### config.mk
export PLATFORM = sky130hd
export DESIGN_NAME = draw_scheduler
export DESIGN_NICKNAME = d
export VERILOG_FILES = /design/src/rtl/draw_scheduler.sv
export SDC_FILE = /design/constraint.sdc
export NUM_CORES = 1
export LEC_CHECK = 0
export CAP_MARGIN = 25
export CORE_ASPECT_RATIO = 1.1
export CORE_MARGIN = 3
export CORE_UTILIZATION = 34
export DETAILED_ROUTE_END_ITERATION = 8
export PLACE_DENSITY = 0.77
export SLEW_MARGIN = 20
export SYNTH_ARGS = -nofsm -noshare
export SYNTH_HDL_FRONTEND = slang
export SYNTH_SLANG_ARGS = --single-unit
### constraint.sdc
create_clock -name clk -period 2.1 [get_ports clk]
set_input_delay 0.42 -clock clk [delete_from_list [all_inputs] [get_ports clk]]
set_output_delay 0.42 -clock clk [all_outputs]
set_load 0.1 [all_outputs]
### src/rtl/draw_scheduler.sv
// Frame draw scheduler: erase pass, inc_enable, draw pass over ball/bricks/platform.
// Owns the single VGA plot port and forwards the selected client's pixels.
module draw_scheduler #(
    parameter int XW      = 10,
    parameter int YW      = 10,
    parameter int CW      = 3,
    parameter int TIMEOUT = 4096
) (
    input  logic            clk,
    input  logic            resetn,
    input  logic            frame_tick,
    input  logic [2:0]      en_mask,
    output logic [2:0]      go,
    input  logic [2:0]      done,
    input  logic [2:0]      c_plot,
    input  logic [3*XW-1:0] c_x,
    input  logic [3*YW-1:0] c_y,
    input  logic [3*CW-1:0] c_colour,
    output logic [XW-1:0]   x,
    output logic [YW-1:0]   y,
    output logic [CW-1:0]   colour,
    output logic            plot,
    output logic            inc_enable,
    output logic            busy,
    output logic            frame_done,
    output logic            overrun,
    output logic            timeout
);

    localparam int CNTW = $clog2(TIMEOUT);
    localparam logic [CNTW-1:0] CNT_LAST = CNTW'(TIMEOUT - 1);

    typedef enum logic [1:0] {
        IDLE,
        LOAD,
        WAIT,
        UPDATE
    } state_t;

    state_t          state, state_n;
    logic            pass, pass_n;
    logic [1:0]      sel, sel_n;
    logic [CNTW-1:0] cnt, cnt_n;
    logic            fdone_n, tmo_n, adv;
    logic            in_wait;

    always_ff @(posedge clk or negedge resetn) begin
        if (!resetn) begin
            state      <= IDLE;
            pass       <= 1'b0;
            sel        <= 2'd0;
            cnt        <= '0;
            frame_done <= 1'b0;
            overrun    <= 1'b0;
            timeout    <= 1'b0;
        end else begin
            state      <= state_n;
            pass       <= pass_n;
            sel        <= sel_n;
            cnt        <= cnt_n;
            frame_done <= fdone_n;
            overrun    <= frame_tick && (state != IDLE);
            timeout    <= tmo_n;
        end
    end

    always_comb begin
        state_n = state;
        pass_n  = pass;
        sel_n   = sel;
        cnt_n   = cnt;
        fdone_n = 1'b0;
        tmo_n   = 1'b0;
        adv     = 1'b0;
        unique case (state)
            IDLE: begin
                if (frame_tick) begin
                    state_n = LOAD;
                    pass_n  = 1'b0;
                    sel_n   = 2'd0;
                end
            end
            LOAD: begin
                if (en_mask[sel]) begin
                    cnt_n   = '0;
                    state_n = WAIT;
                end else begin
                    adv = 1'b1;
                end
            end
            WAIT: begin
                if (done[sel]) begin
                    adv = 1'b1;
                end else if (cnt == CNT_LAST) begin
                    tmo_n = 1'b1;
                    adv   = 1'b1;
                end else begin
                    cnt_n = cnt + CNTW'(1);
                end
            end
            UPDATE: begin
                pass_n  = 1'b1;
                sel_n   = 2'd0;
                state_n = LOAD;
            end
            default: state_n = IDLE;
        endcase
        // Shared end-of-client step for both the skip and the finished paths
        if (adv) begin
            if (sel != 2'd2) begin
                sel_n   = sel + 2'd1;
                state_n = LOAD;
            end else if (!pass) begin
                state_n = UPDATE;
            end else begin
                fdone_n = 1'b1;
                state_n = IDLE;
            end
        end
    end

    assign in_wait    = (state == WAIT);
    assign busy       = (state != IDLE);
    assign inc_enable = (state == UPDATE);

    always_comb begin
        go = 3'b000;
        if (state == LOAD) begin
            go = en_mask & (3'b001 << sel);
        end
    end

    always_comb begin
        plot   = 1'b0;
        x      = '0;
        y      = '0;
        colour = '0;
        if (in_wait) begin
            plot = c_plot[sel];
            x    = c_x[int'(sel)*XW +: XW];
            y    = c_y[int'(sel)*YW +: YW];
            if (pass) begin
                colour = c_colour[int'(sel)*CW +: CW];
            end
        end
    end

endmodule

==> flow_metrics.py <==
metrics = {
    "outcome": {
        "violations": "negative setup slack",
        "status": "complete, but fails checks",
    },
    "layout": {
        "diodes": 0,
        "instances_no_fill": 466,
        "final_cell_mix": "clkdlybuf4s50_1, buf_4, buf_12",
        "fin_nets": 481,
        "areaGrowthSynthToFinish_pct": 124,
        "n_fill_cell": 263,
        "layout-drive-gt1-share": 0.414,
        "regArea_um2": 504,
        "final_common_cell": "clkdlybuf4s50_1",
        "multi_input_area_um2": 1590,
    },
    "clock_network": {
        "clock_latency_ns": 0.27,
        "ctsHtreeMaxLevel": 1,
        "clock_sinks": 20,
        "cts_buffers": 3,
        "tritoncts": "done",
        "cts.clk_slew.worst_paths_ns": 0.08,
        "clk_path_buf_depth": 2,
        "cts_root_buf": "clkbuf_8",
    },
    "critical_path": {
        "reg2reg_depth": 7,
        "r2r_slack_ns": -0.09,
        "crit_path_end_kind": "primary output",
        "rr_startpoint": "sel[1]$_DFF_PN0_",
        "critPathLaunchType": "flop",
        "worstSetupPathType": "reg -> out",
        "critPathMaxFanout": 6,
        "worstPathRequired_ns": 1.68,
        "worstPathArrival_ns": 1.80,
        "timing.rr.end": "cnt[11]$_DFFE_PN0P_",
    },
    "global_route": {
        "globalRouteTotalUtil": 0.229,
        "grt_max_degree": 25,
        "antenna_found_initial": 0,
        "first_global_vias": 2477,
        "grt_pass1_wl_um": 12000,
        "grt.overflow.total": 0,
    },
    "pwr": {
        "ir_drop_mv": 0.933,
        "power.total_mw": 5.08,
        "intPower_mw": 2.53,
        "p_per_area_nw_per_um2": 1210,
        "p_leak_nw": 1.72,
        "pwr-share-seq": 0.102,
        "switching_share": 0.503,
        "power_frac_clock": 0.055,
        "p_switching_mw": 2.55,
        "p_comb_frac": 0.844,
    },
    "route": {
        "vias": 2612,
        "drc": 0,
        "dr.pass1.iters": 5,
        "vias_per_cell": 5.61,
        "wl_per_cell_um": 20.3,
        "first_iter_violations": 208,
        "ant_nets": 0,
        "wl_um": 9460,
    },
    "yosys": {
        "synth.distinct_cells": 41,
        "yosys_warnings": 0,
        "synth-edff-count": 0,
        "synth_nets": 328,
        "synth_seq_area_share": 0.266,
        "synth_area_um2": 1880,
        "yosys_register_bits": 20,
        "synthCells": 242,
        "syn_area_per_cell_um2": 7.77,
        "async_flop_share": 1.00,
        "synthFlopType": "dfrtp_1",
    },
    "timing": {
        "setup_viol": 33,
        "layout_setup_ws_ns": -0.118,
        "min_period_ns": 2.22,
        "hold_viol": 0,
        "maxSlewViolCount": 0,
        "slew_headroom": 0.784,
        "rsz0062_at_grt": "yes",
        "period_share": 1.06,
        "worstMarginPinSlew_ns": 0.314,
        "fmaxAchievable_mhz": 451,
        "fin_worst_skew_ns": 0.00260,
    },
    "floorplan": {
        "io_pins": 113,
        "dieArea_um2": 6460,
        "initial_utilization": 0.364,
        "core_area_um2": 5170,
        "die_w_um": 76.9,
        "placementRows": 27,
        "die_h_um": 84.0,
    },
    "placement": {
        "routabilityCongestion": 0.882,
        "dp.cells": 439,
        "dp_hpwl_um": 5770,
        "io_buffers": 112,
    },
    "job": {
        "maxCapViolCount": 0,
    },
    "min_path": {
        "hp-class": "in -> async",
    },
}
-- repair_timing --
action,4_1_cts,5_1_grt
pin swaps,5,47
endpoints found under the setup margin,39,43
hold buffers,0,0
setup buffers,6,10
gates cloned,2,5
resized for setup,23,75
-- cell usage after synthesis (2+ instances only) --
cell / n / area share
ha_1: 5 / 0.033
inv_1: 5 / 0.010
nand2b_1: 4 / 0.013
nand4_1: 4 / 0.013
o31ai_1: 3 / 0.012
a21o_1: 2 / 0.0080
and3_1: 2 / 0.0067
nor2_1: 13 / 0.026
clkbuf_1: 13 / 0.026
nand3_1: 5 / 0.013
dfrtp_1: 20 / 0.27
mux2i_1: 28 / 0.15
a21oi_1: 16 / 0.043
o21ai_0: 25 / 0.067
or4_1: 4 / 0.016
nor3b_1: 5 / 0.020
and2_1: 21 / 0.070
nor2b_1: 2 / 0.0067
nand2_1: 35 / 0.070
buf_2: 3 / 0.0080
a221o_1: 3 / 0.016
or3_1: 3 / 0.010
nor3_1: 3 / 0.0080
-- layer usage --
layer / track usage / wire [um] / part of all wire / vias up
li1: - / - / - / 1178
met1: 0.251 / 3270 / 0.35 / 1249
met2: 0.434 / 5180 / 0.55 / 140
met3: 0.0443 / 540 / 0.057 / 45
met4: 0.0725 / 473 / 0.050 / 0
met5: 0 / 0 / 0 / -
-- critical path, stage by stage, from the launching register on --
cell and delay (ns):
dfrtp_2 0.42, buf_6 0.13, nor2b_4 0.25, clkbuf_16 0.22
nand2_1 0.07, o21ai_1 0.08, and2_4 0.17, buf_12 0.16
-- metrics by stage --
stage                     setup slack, ns  hold WS (ns)  utilization  TNS (ns)  area, um2
after floorplan                    -0.128         0.124            -    -0.233       1990
after global placement             -0.397         0.513        0.703     -4.74       3630
after detailed placement           -0.453         0.517        0.703     -5.89       3630
after CTS                         -0.0249         0.520        0.744   -0.0546       3840
after global routing               -0.181         0.526        0.815     -4.44       4210
final                              -0.118         0.511        0.815     -1.64       4210
-- power groups by stage --
stage,registers (mW),logic [mW],clock network [mW]
after floorplan,0.534,2.07,0
after global placement,0.533,3.20,0
after detailed placement,0.535,3.26,0
after CTS,0.533,3.57,0.260
after global routing,0.524,4.47,0.292
final,0.516,4.29,0.278
-- state kept, by name, summed over array words and instances, names as in the netlist, named ones only --
register    cells
pass            1
overrun         1
cnt            12
sel             1
state           2
timeout         1
frame_done      1
-- kinds of logic after synthesis --
| logic type | count (synthesis) | synth area share |
|---|---|---|
| compound gates | 60 | 0.200 |
| fa+ha+maj | 5 | 0.0333 |
| buf+inv | 22 | 0.0459 |
| flops | 20 | 0.266 |
| mux | 29 | 0.157 |
| simple gates | 106 | 0.297 |
-- worst max path at each step --
stage | start | end | slack, ns | cells past startpoint
after floorplan | state[1]$_DFFE_PN0P_ | go[0] | -0.13 | 5
after global placement | en_mask[2] | cnt[9]$_DFFE_PN0P_ | -0.40 | 6
after detailed placement | en_mask[2] | cnt[9]$_DFFE_PN0P_ | -0.45 | 6
after CTS | sel[1]$_DFF_PN0_ | y[5] | -0.02 | 6
after global routing | sel[1]$_DFF_PN0_ | x[5] | -0.18 | 7
final | sel[1]$_DFF_PN0_ | x[5] | -0.12 | 7
-- cell type report --
cell class / count / area share
inverters: 5 / 0.00446
clock buffers: 4 / 0.0107
flip-flops and latches: 20 / 0.120
well taps: 72 / 0.0214
multi-input cells: 201 / 0.378
repair buffers: 164 / 0.466
Power figures use the tool's default switching activity.
